===== config.mk =====
export PLATFORM = sky130hd
export DESIGN_NAME = uart_rx
export DESIGN_NICKNAME = d
export VERILOG_FILES = /design/src/rtl/uart_rx.sv
export SDC_FILE = /design/constraint.sdc
export NUM_CORES = 1
export LEC_CHECK = 0
export CORE_ASPECT_RATIO = 1.75
export CORE_UTILIZATION = 55
export CTS_CLUSTER_DIAMETER = 120
export DETAILED_ROUTE_END_ITERATION = 8
export GPL_ROUTABILITY_DRIVEN = 0
export PLACE_DENSITY = 0.78
export SETUP_SLACK_MARGIN = 0.05
export SLEW_MARGIN = 40
export SYNTH_ARGS = -nofsm -noshare
export SYNTH_HDL_FRONTEND = slang
export SYNTH_SLANG_ARGS = --single-unit
export TNS_END_PERCENT = 1

===== constraint.sdc =====
create_clock -name clk -period 3.7 [get_ports clk]
set_clock_uncertainty 0.15 [all_clocks]
set_input_delay 0.37 -clock clk [delete_from_list [all_inputs] [get_ports clk]]
set_output_delay 0.37 -clock clk [all_outputs]
set_load 0.005 [all_outputs]

===== src/rtl/uart_rx.sv =====
// Purpose     : 8N1 UART receiver with centre-of-bit sampling and a single valid/ready output register.
// Latency     : byte appears on data/data_valid CLKS_PER_BIT/2 + (DATA_BITS+1)*CLKS_PER_BIT + 1 cycles after start edge.
// Backpressure: one-entry holding register; a byte completing while it is still full is dropped and flagged on overrun.
//
// Ports:
//   clk         system clock, rising edge
//   rst_n       synchronous reset, active-low
//   rx          serial line, already synchronised to clk, idle high
//   data        received byte, stable while data_valid is high
//   data_valid  byte available, held until accepted
//   data_ready  consumer accepts byte on a clock edge where data_valid & data_ready
//   frame_err   one-cycle pulse: stop bit sampled low (frame discarded)
//   overrun     one-cycle pulse: byte completed while holding register full (byte dropped)
//   busy        receiver is anywhere but idle
module uart_rx #(
    parameter int CLKS_PER_BIT = 16,
    parameter int DATA_BITS    = 8
) (
    input  logic                 clk,
    input  logic                 rst_n,
    input  logic                 rx,
    output logic [DATA_BITS-1:0] data,
    output logic                 data_valid,
    input  logic                 data_ready,
    output logic                 frame_err,
    output logic                 overrun,
    output logic                 busy
);

    // Below four clocks per bit the half-bit offset collapses and the
    // centre sample is no longer meaningfully away from the edges.
    generate
        if (CLKS_PER_BIT < 4) begin : g_bad_clks_per_bit
            $error("uart_rx: CLKS_PER_BIT must be >= 4");
        end
    endgenerate

    localparam int H  = CLKS_PER_BIT / 2;
    localparam int CW = $clog2(CLKS_PER_BIT);
    localparam int IW = $clog2(DATA_BITS + 1);

    localparam logic [CW-1:0] CNT_HALF = CW'(H - 1);
    localparam logic [CW-1:0] CNT_LAST = CW'(CLKS_PER_BIT - 1);
    localparam logic [CW-1:0] CNT_ZERO = '0;
    localparam logic [CW-1:0] CNT_ONE  = CW'(1);
    localparam logic [IW-1:0] IDX_LAST = IW'(DATA_BITS - 1);
    localparam logic [IW-1:0] IDX_ZERO = '0;
    localparam logic [IW-1:0] IDX_ONE  = IW'(1);

    typedef enum logic [2:0] {
        S_IDLE  = 3'd0,
        S_START = 3'd1,
        S_DATA  = 3'd2,
        S_STOP  = 3'd3,
        S_BREAK = 3'd4
    } state_t;

    state_t               r_state;
    logic [CW-1:0]        r_cnt;
    logic [IW-1:0]        r_idx;
    logic [DATA_BITS-1:0] r_shift;
    logic [DATA_BITS-1:0] r_data;
    logic                 r_valid;
    logic                 r_ferr;
    logic                 r_ovr;
    logic                 r_busy;

    logic w_cnt_half;
    logic w_cnt_last;
    logic w_byte_done;
    logic w_accept;
    logic w_load;

    assign w_cnt_half  = (r_cnt == CNT_HALF);
    assign w_cnt_last  = (r_cnt == CNT_LAST);
    // A good stop bit completes the byte; r_shift already holds all payload bits.
    assign w_byte_done = (r_state == S_STOP) && w_cnt_last && rx;
    assign w_accept    = r_valid && data_ready;
    // The register can take the new byte if it is empty or being drained on this same edge.
    assign w_load      = w_byte_done && (!r_valid || data_ready);

    always_ff @(posedge clk) begin
        if (!rst_n) begin
            r_state <= S_IDLE;
            r_cnt   <= CNT_ZERO;
            r_idx   <= IDX_ZERO;
            r_shift <= '0;
            r_data  <= '0;
            r_valid <= 1'b0;
            r_ferr  <= 1'b0;
            r_ovr   <= 1'b0;
            r_busy  <= 1'b0;
        end else begin
            // Status flags are single-cycle pulses unless re-asserted below.
            r_ferr <= 1'b0;
            r_ovr  <= 1'b0;

            case (r_state)
                S_IDLE: begin
                    if (!rx) begin
                        r_state <= S_START;
                        r_cnt   <= CNT_ZERO;
                        r_busy  <= 1'b1;
                    end
                end

                S_START: begin
                    if (w_cnt_half) begin
                        if (!rx) begin
                            // Still low at mid start bit: a real frame.
                            r_state <= S_DATA;
                            r_cnt   <= CNT_ZERO;
                            r_idx   <= IDX_ZERO;
                        end else begin
                            // Line went back high: glitch, no output.
                            r_state <= S_IDLE;
                            r_cnt   <= CNT_ZERO;
                            r_busy  <= 1'b0;
                        end
                    end else begin
                        r_cnt <= r_cnt + CNT_ONE;
                    end
                end

                S_DATA: begin
                    if (w_cnt_last) begin
                        // LSB arrives first, so shift in from the top.
                        r_shift <= {rx, r_shift[DATA_BITS-1:1]};
                        r_cnt   <= CNT_ZERO;
                        if (r_idx == IDX_LAST) begin
                            r_state <= S_STOP;
                        end else begin
                            r_idx <= r_idx + IDX_ONE;
                        end
                    end else begin
                        r_cnt <= r_cnt + CNT_ONE;
                    end
                end

                S_STOP: begin
                    if (w_cnt_last) begin
                        r_cnt <= CNT_ZERO;
                        if (rx) begin
                            // Re-arm mid stop bit so a back-to-back start edge is not missed.
                            r_state <= S_IDLE;
                            r_busy  <= 1'b0;
                        end else begin
                            r_state <= S_BREAK;
                            r_ferr  <= 1'b1;
                        end
                    end else begin
                        r_cnt <= r_cnt + CNT_ONE;
                    end
                end

                S_BREAK: begin
                    // Wait for the line to return high so a held-low line
                    // cannot be mistaken for a stream of start bits.
                    if (rx) begin
                        r_state <= S_IDLE;
                        r_cnt   <= CNT_ZERO;
                        r_busy  <= 1'b0;
                    end
                end

                default: begin
                    r_state <= S_IDLE;
                    r_cnt   <= CNT_ZERO;
                    r_busy  <= 1'b0;
                end
            endcase

            // Holding register. A completing byte takes priority over a plain
            // handshake; a load on an accepting edge keeps data_valid high.
            if (w_load) begin
                r_data  <= r_shift;
                r_valid <= 1'b1;
            end else if (w_byte_done) begin
                r_ovr <= 1'b1;
            end else if (w_accept) begin
                r_valid <= 1'b0;
            end
        end
    end

    assign data       = r_data;
    assign data_valid = r_valid;
    assign frame_err  = r_ferr;
    assign overrun    = r_ovr;
    assign busy       = r_busy;

endmodule


Yosys cells after proc, flatten, opt, wreduce, memory -nomap -nowiden. Index checks and enable logic that the tools add are counted.

Bits in registers: 31. Bits in latches: 0. RAM bits: 0. Bits in read-only memories: 0. Memories kept: 0.

Add/subtract/negate cells: 2. Multiply operators: 0. Div/mod/pow operators: 0. $lt $le $gt $ge: 0. Equality and inequality tests: 16. Shift operators: 0. Muxes and demuxes: 28. Bitwise logic cells: 2. Reductions and logical operators: 18.

Operator list (count): $mux W4 (7); $mux W3 (7); $ne A2 B2 Y1 const B (8); $pmux W4 S4 (1); $pmux W3 S5 (1); $mux W1 (9); $add A4 B1 Y4 const B (2); $eq A4 B3 Y1 const B (2); $pmux W4 S2 (1); $eq A3 B2 Y1 const B (2); $reduce_and A2 Y1 (3); $reduce_and A6 Y1 (1); $pmux W1 S5 (1); $reduce_and A5 Y1 (1); $eq A4 B4 Y1 const B (1); $logic_and A1 B1 Y1 (4); $reduce_and A4 Y1 (1); $reduce_bool A2 Y1 (2); $reduce_or A2 Y1 (2); $eq A3 B1 Y1 const B (1); $eq A3 B3 Y1 const B (1); $logic_not A3 Y1 (1); $reduce_and A3 Y1 (1); $mux W2 (1); other kinds (4) (5).

Logic depth before layout (Yosys ltp). Gate-level depths: netlist (run 1).

Word-level depth: 6. Mapped depth: 5. Gate-level depth less buffers: 5.

Least setup slack after synthesis (run 1). OpenSTA, ideal clock, no wires.

Path type: register to register. Start: reg r_cnt[1]. End: reg r_data[0], in the netlist data[0]. Arrival time: 1534 ps. Slack: 1900 ps. Cell stages (with the launch flop): 6. Path buffers: 0. Clock period less this slack: 1800 ps. Path through: dfxtp_1 -> ha_1 -> nand2_1 -> nor4_4 -> mux2i_1 -> nor2b_1.

Longest elaborated chain between the ends: 4.

Ends and longest elaborated chain: start, declared (RTL line 59) `logic [CW-1:0] r_cnt;`; start signal, assigned (RTL line 121) `r_cnt <= r_cnt + CNT_ONE;`; start signal, assigned (RTL line 136) `r_cnt <= r_cnt + CNT_ONE;`; start signal, assigned (RTL line 152) `r_cnt <= r_cnt + CNT_ONE;`; $eq A4 B4 Y1 (RTL line 75) `assign w_cnt_last = (r_cnt == CNT_LAST);`; $logic_and A1 B1 Y1 (2 in series) (RTL line 77) `assign w_byte_done = (r_state == S_STOP) && w_cnt_last && rx;`; $logic_and A1 B1 Y1 (RTL line 80) `assign w_load = w_byte_done && (!r_valid || data_ready);`; end signal, assigned (RTL line 176) `r_data <= r_shift;`; end, declared (RTL line 62) `logic [DATA_BITS-1:0] r_data;`.

No other way between the ends. A chain may end at the register's enable or synchronous reset.

Final worst setup path (run 1).
Start: in rx. End: reg r_idx[2].

Longest elaborated chain between the ends: 2.

Ends and longest elaborated chain: start, declared (RTL line 21) `input logic rx,`; $ne A2 B2 Y1 (no line); $reduce_and A5 Y1 (no line); end signal, assigned (RTL line 133) `r_idx <= r_idx + IDX_ONE;`; end, declared (RTL line 60) `logic [IW-1:0] r_idx;`.

No other way between the ends.

==> results.txt, run 1 <==
Slew @ Worst Pin = 0.6818 ns
GRT Util Overall = 0.2339
CP Depth = 5
Ys Warns = 0
core box area = 2331 um2
grt ovf = 0
IO Pins = 16
Post-Place Cell Area = 1555 um2
initial core utilization = 0.5974
worst hold path type = reg -> reg
Diodes inserted = 0
Critical Path Source Type = primary input
CTS max path bufs = 2
1st-iter DRT viols = 21
vias per cell = 5.751
Sink Count = 31
Crit path arrival time = 2.21 ns
post-cts sizing count = 0
critical path peak fanout = 12
synthesis-stage register bit count = 31
share of cells above drive strength 1 = 0.08750
unrepaired setup endpoints after global routing = no
Pre-antenna DRT Iters = 4
Die X = 40.04 um
CP required = 3.72 ns
Worst-path clk slew = 0.06 ns
first-pass GRT wire length = 4.257 mm
Final Instance Area = 1637 um2
# setup viols final = 0
nets = 165
Mapped Area = 1393 um2
initial antenna violation count = 0
root buffer cell = clkbuf_8
Synth cell types = 37
Layout area overhead = 17.52%
CP top delay family = buffers and inverters
CTS tree = built
post-synthesis sequential area ratio = 0.4456
CP max-delay cell = clkdlybuf4s50_1
Post-CTS Hold Buffers = 0
synthesized instance count = 143
Peak Freq = 458.0 MHz
hold depth = 2
DRT antenna net count = 0
routed wire length = 2.725 mm
total power divided by cell area = 376.9 nW/um2
Row Count = 23
IO buf count = 15
Max Cap Viol = 0
final period utilization = 0.5902
Max VDD drop = 0.3347 mV
syn nets = 149
setup TNS = 0 ns
Leakage = 0.5876 nW
TritonCTS buffer count = 5
Via Count = 1064
Final Hold Fails = 0
Crit path largest cell delay = 0.62 ns
Post-route DRC = 0
Final HPWL DP = 1.933 mm
die area = 2745 um2
Slew Limit Headroom = 0.5420
post-CTS setup buffers = 0
cells on worst reg2reg path = 4
WL per Instance = 14.73 um
largest net degree at the start of global routing = 30
area of the multi-input gates = 738.2 um2
filler instances = 185
post-layout min period = 2.184 ns
Die H = 68.57 um
post-synthesis async set-or-reset flop share = 0
Register Area = 620.6 um2
Post-synth EDFFs = 0
status = finished, final reports clean
syn avg cell area = 9.738 um2
hold_ws = 0.3792 ns
Buf/Inv on CP = 1
H-tree levels = 2
main flop type after synthesis = dfxtp_1
Worst Setup Path Type = in -> reg
Slew Limit Fails = 0
CP Capture Type = flop
vias in the first global route = 1018
crit path cell chain = clkdlybuf4s50_1 > or4_1 > o21ai_0 > a41o_1 > nor2_1
clk_lat worst skew = 0.28 ns
per-stage QoR:
stage,cells,power [mW],utilization,setup WS (ns)
floorplan,143,0.3699,-,1.900
global placement,177,0.3794,0.6672,1.270
detailed placement,177,0.3799,0.6672,1.230
CTS,185,0.6266,0.7021,1.521
global route,185,0.6425,0.7021,1.404
finish,185,0.6169,0.7021,1.516
worst paths after layout:
check	start	endpoint	slack, ns
setup / recovery	rx	r_idx[2]$_SDFFE_PN0P_	1.52
hold / removal	data[3]$_SDFFE_PN0P_	data[3]$_SDFFE_PN0P_	0.38
setup reg to reg	r_state[1]$_SDFFE_PN0P_	data[5]$_SDFFE_PN0P_	1.56
hold reg to reg	data[3]$_SDFFE_PN0P_	data[3]$_SDFFE_PN0P_	0.38
report_power, final:
part           internal (mW)  total, mW  switching [mW]
Clock                  0.131      0.244           0.112
Sequential             0.337      0.342         0.00465
Combinational         0.0164     0.0317          0.0152
Total                  0.485      0.617           0.132
state kept, by name, summed over array words and instances (netlist names):
signal      flops
data_valid      1
data            8
overrun         1
r_idx           4
frame_err       1
busy            1
r_state         3
r_cnt           4
r_shift         8
cell usage after synthesis, types with 2 or more instances:
cell type / number / area share
a21oi_1: 5 / 0.018
a41o_1: 2 / 0.014
and2_1: 3 / 0.013
clkbuf_1: 7 / 0.019
dfxtp_1: 31 / 0.45
ha_1: 2 / 0.018
inv_1: 2 / 0.0054
mux2i_1: 17 / 0.12
nand2_1: 4 / 0.011
nand2b_1: 2 / 0.0090
nand3_1: 5 / 0.018
nor2_1: 9 / 0.024
nor2b_1: 17 / 0.076
nor3_1: 5 / 0.018
o21a_1: 2 / 0.011
o21ai_0: 6 / 0.022
o32ai_1: 2 / 0.013
xnor2_1: 2 / 0.013
xor2_1: 2 / 0.013
cells in the final DEF (no fill, tap or decap), types with 2 or more instances in the layout:
master / count
and2_1: 3
clkbuf_1: 2
clkbuf_8: 5
nand3_1: 5
xnor2_1: 2
o21a_1: 2
o32ai_1: 2
dfxtp_1: 31
clkdlybuf4s50_1: 15
inv_1: 2
a21oi_1: 5
nand2b_1: 2
mux2i_1: 17
o21ai_0: 6
nor3_1: 5
ha_1: 2
nor2_1: 9
nand2_1: 4
nor2b_1: 17
xor2_1: 2
a41o_1: 2
area by class of cell:
class,count,area share
clock buffer,7,0.04664
clock inverter,1,0.003058
inverter,2,0.004587
multi-input combinational,103,0.4511
sequential,31,0.3792
tap,25,0.01911
timing repair buffer,16,0.09633
worst min-delay path, delay by kind of cell (launching register included):
family	cells	cell delay (ns)
DFF	1	0.33
muxes	1	0.07
and+or+nand+nor	1	0.09
routing by layer:
layer / vias to the layer above / share of wire / track usage
met2: 23 / 0.55 / 0.4113
met3: 8 / 0.037 / 0.08654
li1: 538 / - / -
met4: 0 / 0.022 / 0.1121
met1: 495 / 0.40 / 0.2249
met5: - / 0 / 0
logic make-up after synthesis:
| group | after synthesis | synth area share |
|---|---|---|
| AND/OR/NAND/NOR | 56 | 0.2480 |
| flip-flops | 31 | 0.4456 |
| AO/OA/AOI/OAI | 24 | 0.1168 |
| multiplexers | 17 | 0.1222 |
| buffers and inverters | 9 | 0.02426 |
| XOR/XNOR | 4 | 0.02516 |
| adder cells (fa/ha/maj) | 2 | 0.01797 |
Note: power is estimated with default switching activity, not from simulation.
==> run 2: changes to the inputs <==
Settings changed: CORE_UTILIZATION 55 to 49, PLACE_DENSITY 0.78 to 0.74.
Clock period 3.7 ns to 1.8 ns, I/O delays scaled along.
==> run 2 against run 1 <==
- utilization decreased by 5.9 points
- routed wire length increased by 1.2%
- clock power increased by 99%
- sequential cell count unchanged
==> results.txt, run 2 (synthesis gave the netlist of run 1 again) <==
post-cts sizing count = 0 (unchanged)
Pre-antenna DRT Iters = 4 (unchanged)
Die H = 72.52 um (was 68.57 um)
commonest non-fill, non-tap cell in the layout = dfxtp_1 (unchanged)
CP Capture Type = flop (unchanged)
CTS tree = built (unchanged)
Final HPWL DP = 1.947 mm (was 1.933 mm)
Post-CTS Hold Buffers = 0 (unchanged)
Via Count = 1096 (was 1064)
first-pass GRT wire length = 4.526 mm (was 4.257 mm)
Post-Place Cells = 187 (was 177)
met2 wire len = 1.417 mm (was 1.487 mm)
Leakage = 0.6286 nW (was 0.5876 nW)
Max VDD drop = 0.6445 mV (was 0.3347 mV)
unrepaired setup endpoints after global routing = yes (was no)
met3 wire length = 107 um (was 100 um)
critical path peak fanout = 5 (was 12)
status = finished, final reports clean (unchanged)
Final Hold Fails = 0 (unchanged)
Die X = 42.30 um (was 40.04 um)
nets = 173 (was 165)
IO buf count = 15 (unchanged)
grt ovf = 0 (unchanged)
post-CTS setup buffers = 0 (unchanged)
IO Pins = 16 (unchanged)
worst hold path type = reg -> reg (unchanged)
Final Instance Area = 1730 um2 (was 1637 um2)
Diodes inserted = 0 (unchanged)
vias per cell = 5.679 (was 5.751)
total power divided by cell area = 727.6 nW/um2 (was 376.9 nW/um2)
Layout area overhead = 24.26% (was 17.52%)
setup TNS = 0 ns (unchanged)
WL per Instance = 14.30 um (was 14.73 um)
final period utilization = 0.9550
# setup viols final = 0 (unchanged)
Sink Count = 31 (unchanged)
DR top layer = met4 (unchanged)
Max Cap Viol = 0 (unchanged)
initial core utilization = 0.5177 (was 0.5974)
CP required = 1.82 ns (was 3.72 ns)
DRT antenna net count = 0 (unchanged)
core box area = 2690 um2 (was 2331 um2)
Peak Freq = 581.7 MHz
CTS max path bufs = 2 (unchanged)
Row Count = 25 (was 23)
Slew Limit Headroom = 0.7650 (was 0.5420)
post-layout min period = 1.719 ns
Slew Limit Fails = 0 (unchanged)
H-tree levels = 2 (unchanged)
root buffer cell = clkbuf_8 (unchanged)
CP max-delay cell = nor4_1 (was clkdlybuf4s50_1)
Post-Layout Cell Count = 193 (was 185)
Critical Path Source Type = flop (was primary input)
Post-route DRC = 0 (unchanged)
Slew @ Worst Pin = 0.3493 ns (was 0.6818 ns)
crit path cell chain = ha_2 > nand3b_1 > nor4_1 > xnor2_1 > nor2_1 (was clkdlybuf4s50_1 > or4_1 > o21ai_0 > a41o_1 > nor2_1)
setup ws final = 0.08100 ns (was 1.516 ns)
Crit path largest cell delay = 0.41 ns (was 0.62 ns)
Post-Route Utilization = 0.6433 (was 0.7021)
share of cells above drive strength 1 = 0.1446 (was 0.08750)
largest net degree at the start of global routing = 29 (was 30)
1st-iter DRT viols = 13 (was 21)
Crit path arrival time = 1.74 ns (was 2.21 ns)
Worst Setup Path Type = reg -> reg (was in -> reg)
routed wire length = 2.759 mm (was 2.725 mm)
met1 wire length = 1.149 mm (was 1.078 mm)
GRT Util Overall = 0.1951 (was 0.2339)
Post-Place Cell Area = 1643 um2 (was 1555 um2)
most frequent cells in the layout = dfxtp_1, mux2i_1, nor2b_1 (unchanged)
vias in the first global route = 1087 (was 1018)
die area = 3068 um2 (was 2745 um2)
Worst-path clk slew = 0.06 ns (about the same)
total chip power = 1.259 mW (was 0.6169 mW)
initial antenna violation count = 0 (unchanged)
TritonCTS buffer count = 5 (unchanged)
clk_lat worst skew = 0.28 ns (about the same)
Placement Setup Slack = -0.08295 ns (was 1.230 ns)
hold_ws = 0.3661 ns (was 0.3792 ns)
-- run 2: changes by cell type in the layout (fill, tap and decap cells not counted), sizes merged --
| cell | previous run | this run |
|---|---|---|
| buf | 1 | 9 |
| clkinv | 1 | 0 |
| clkbuf | 7 | 6 |
-- run 2: routing by layer --
| layer | up-vias | global-route usage |
|---|---|---|
| met1 | 517 | 0.1912 |
| met4 | 0 | 0.1076 |
| met3 | 7 | 0.05473 |
| li1 | 548 | - |
| met5 | - | 0 |
| met2 | 24 | 0.3573 |
-- run 2: cell type report --
type,instances,area [um2]
Clock buffer,6,72.57
Fill cell,229,959.7
Inverter,2,7.507
Multi-Input combinational cell,103,752.0
Sequential cell,31,621.8
Tap cell,27,33.78
Timing Repair Buffer,24,242.7
-- run 2: worst paths after layout --
path	startpoint	to	slack [ns]	cells past startpoint
worst max-delay path	r_cnt[0]$_SDFFE_PN0P_	r_idx[3]$_SDFFE_PN0P_	0.08	5
worst min-delay path	data[5]$_SDFFE_PN0P_	data[5]$_SDFFE_PN0P_	0.37	2
worst max register to register	r_cnt[0]$_SDFFE_PN0P_	r_idx[3]$_SDFFE_PN0P_	0.08	5
worst min register to register	data[5]$_SDFFE_PN0P_	data[5]$_SDFFE_PN0P_	0.37	2
-- run 2: critical path, delay by kind of cell, from the launching register on --
kind | cells | cell delay, ns
DFF | 1 | 0.37
adders and majority gates | 1 | 0.23
xor gates and xnor gates | 1 | 0.18
and+or+nand+nor | 3 | 0.68
-- run 2: power by group --
group	total (mW)	switching, mW	internal, mW
Combinational	0.0744	0.0352	0.0392
Sequential	0.699	0.00635	0.693
Clock	0.486	0.229	0.257
Total	1.26	0.270	0.989
==> run 3: changes to the inputs <==
Settings changed: CORE_MARGIN set to 4, SLEW_MARGIN 40 to unset.
==> run 3 against run 2 <==
- sequential share of layout area decreased by 0.53 points
- utilization increased by 0.59 points
- sequential cell count unchanged
- maximum frequency increased by 3.0%
- sequential power about the same
- total power increased by 9.3%
- final cell count increased by 1.0%
- largest cell class unchanged
- via count increased by 3.0%
- critical path depth decreased by 1
- combinational power increased by 0.8%
- first-iteration DRC count decreased by 15%
==> results.txt, run 3 (synthesis gave the netlist of run 1 again) <==
status = finished, final reports clean (unchanged)
Die H = 78.52 um (was 72.52 um)
unrepaired setup endpoints after global routing = yes (unchanged)
Sink Count = 31 (unchanged)
Post-route DRC = 0 (unchanged)
combinational share of power = 0.054 (was 0.059)
Worst Setup Path Type = reg -> reg (unchanged)
cell-internal power = 1.081 mW (was 0.9888 mW)
hold_ws = 0.3720 ns (was 0.3661 ns)
Max VDD drop = 0.6454 mV (was 0.6445 mV)
IO buf count = 15 (unchanged)
Die X = 48.30 um (was 42.30 um)
CTS max path bufs = 2 (unchanged)
TritonCTS buffer count = 5 (unchanged)
GRT Util Overall = 0.1682 (was 0.1951)
Worst-path clk slew = 0.06 ns (about the same)
Via Count = 1129 (was 1096)
routed wire length = 2.986 mm (was 2.759 mm)
core box area = 2721 um2 (was 2690 um2)
DRT antenna net count = 0 (unchanged)
Row Count = 25 (unchanged)
CP Capture Type = flop (unchanged)
final period utilization = 0.9270 (was 0.9550)
die area = 3793 um2 (was 3068 um2)
Slew @ Worst Pin = 0.3336 ns (was 0.3493 ns)
Pre-antenna DRT Iters = 5 (was 4)
worst hold path type = reg -> reg (unchanged)
Leakage = 0.6444 nW (was 0.6286 nW)
hold path endpoint = data[4]$_SDFFE_PN0P_ (was data[5]$_SDFFE_PN0P_)
largest net degree at the start of global routing = 29 (unchanged)
first-pass GRT wire length = 5.161 mm (was 4.526 mm)
Diodes inserted = 0 (unchanged)
initial antenna violation count = 0 (unchanged)
WL per Instance = 15.31 um (was 14.30 um)
total power divided by cell area = 779.3 nW/um2 (was 727.6 nW/um2)
initial core utilization = 0.5117 (was 0.5177)
grt ovf = 0 (unchanged)
critical path peak fanout = 6 (was 5)
worst r2r src = r_cnt[2]$_SDFFE_PN0P_ (was r_cnt[0]$_SDFFE_PN0P_)
IO Pins = 16 (unchanged)
Post-Layout Cell Count = 195 (was 193)
# setup viols final = 0 (unchanged)
post-layout min period = 1.669 ns (was 1.719 ns)
vias in the first global route = 1175 (was 1087)
share of cells above drive strength 1 = 0.1786 (was 0.1446)
Critical Path Source Type = flop (unchanged)
1st-iter DRT viols = 11 (was 13)
Peak Freq = 599.3 MHz (was 581.7 MHz)
Final HPWL DP = 2.067 mm (was 1.947 mm)
cells on worst reg2reg path = 4 (was 5)
H-tree levels = 2 (unchanged)
Layout area overhead = 26.86% (was 24.26%)
hold depth = 2 (unchanged)
Slew Limit Fails = 0 (unchanged)
part of the power in registers = 0.509 (was 0.555)
CP required = 1.87 ns (was 1.82 ns)
Slew Limit Headroom = 0.7768 (was 0.7650)
commonest non-fill, non-tap cell in the layout = dfxtp_1 (unchanged)
Max Cap Viol = 0 (unchanged)
most frequent cells in the layout = dfxtp_1, mux2i_1, nor2b_1 (unchanged)
Sw Pwr = 0.2960 mW (was 0.2703 mW)
beginning of the worst hold path = data[4]$_SDFFE_PN0P_ (was data[5]$_SDFFE_PN0P_)
nets = 173 (unchanged)
Crit path arrival time = 1.74 ns (about the same)
Reg2Reg Setup Slack = 0.13 ns (was 0.08 ns)
vias per cell = 5.790 (was 5.679)
CTS tree = built (unchanged)
clk_lat worst skew = 0.28 ns (about the same)
Post-Place Cells = 186 (was 187)
Final Hold Fails = 0 (unchanged)
Clock Power Share = 0.437 (was 0.386)
Final Instance Area = 1767 um2 (was 1730 um2)
Post-Place Cell Area = 1635 um2 (was 1643 um2)
Sw Share = 0.2150 (was 0.2147)
r2r endpoint = r_cnt[3]$_SDFFE_PN0P_ (was r_idx[3]$_SDFFE_PN0P_)
root buffer cell = clkbuf_8 (unchanged)
==> run 3: cell types whose count changed in the layout (fill, tap and decap cells not counted), sizes merged <==
cell	before	now
clkbuf	6	8
==> run 3: critical path, stage by stage, from the launching register on <==
cell and delay [ns]:
dfxtp_2 0.37, nand3_1 0.11, or3b_2 0.49, a2111oi_2 0.37, a41o_1 0.13
==> run 3: repair_timing <==
| item | in CTS | in global routing |
|---|---|---|
| pin swaps | 0 | 1 |
| cloned | 0 | 0 |
| resized for setup | 1 | 8 |
| hold buffers | 0 | 0 |
| buffers inserted | 0 | 1 |
| endpoints found under the setup margin | 3 | 19 |
==> run 3: metrics by stage <==
step	utilization	total power [mW]	setup TNS [ns]	worst slack, ns
6_report	0.6492	1.377	0	0.1314
5_1_grt	0.6492	1.433	0	0.02591
4_1_cts	0.6395	1.388	0	0.02301
3_5_place_dp	0.6009	0.7876	-0.3236	-0.07008
3_3_place_gp	0.6009	0.7853	-0.05964	-0.03444
2_1_floorplan	-	0.7605	0	0.1120
==> run 3: cell type report <==
| type | instances | area, um2 |
|---|---|---|
| clock buffers | 8 | 100.1 |
| fillers | 231 | 954.7 |
| inverters | 2 | 7.507 |
| multi-input cells | 103 | 757.0 |
| flip-flops and latches | 31 | 625.6 |
| well taps | 27 | 33.78 |
| repair buffers | 24 | 242.7 |
==> run 3: power groups by stage <==
stage	Sequential, mW	Combinational, mW	Clock, mW
finish	0.700	0.0750	0.602
global route	0.700	0.0823	0.650
CTS	0.699	0.0742	0.615
detailed placement	0.714	0.0732	0
global placement	0.714	0.0710	0
floorplan	0.712	0.0488	0
==> run 3: worst max path at each step <==
stage                     startpoint                      end  slack [ns]  cells after the start
6_report       r_cnt[2]$_SDFFE_PN0P_    r_cnt[3]$_SDFFE_PN0P_        0.13                      4
5_1_grt        r_cnt[2]$_SDFFE_PN0P_    r_cnt[3]$_SDFFE_PN0P_        0.03                      4
4_1_cts        r_cnt[1]$_SDFFE_PN0P_  r_shift[3]$_SDFFE_PN0P_        0.02                      6
3_5_place_dp                      rx    r_idx[2]$_SDFFE_PN0P_       -0.07                      6
3_3_place_gp                      rx    r_idx[2]$_SDFFE_PN0P_       -0.03                      6
2_1_floorplan  r_cnt[3]$_SDFFE_PN0P_     data[0]$_SDFFE_PN0P_        0.11                      4
==> run 3: routing by layer <==
| metal | up-vias | wire (um) | global-route usage |
|---|---|---|---|
| li1 | 549 | - | - |
| met4 | 0 | 70 | 0.09972 |
| met2 | 34 | 1601 | 0.2945 |
| met5 | - | 0 | 0 |
| met3 | 11 | 122 | 0.03795 |
| met1 | 535 | 1192 | 0.1777 |
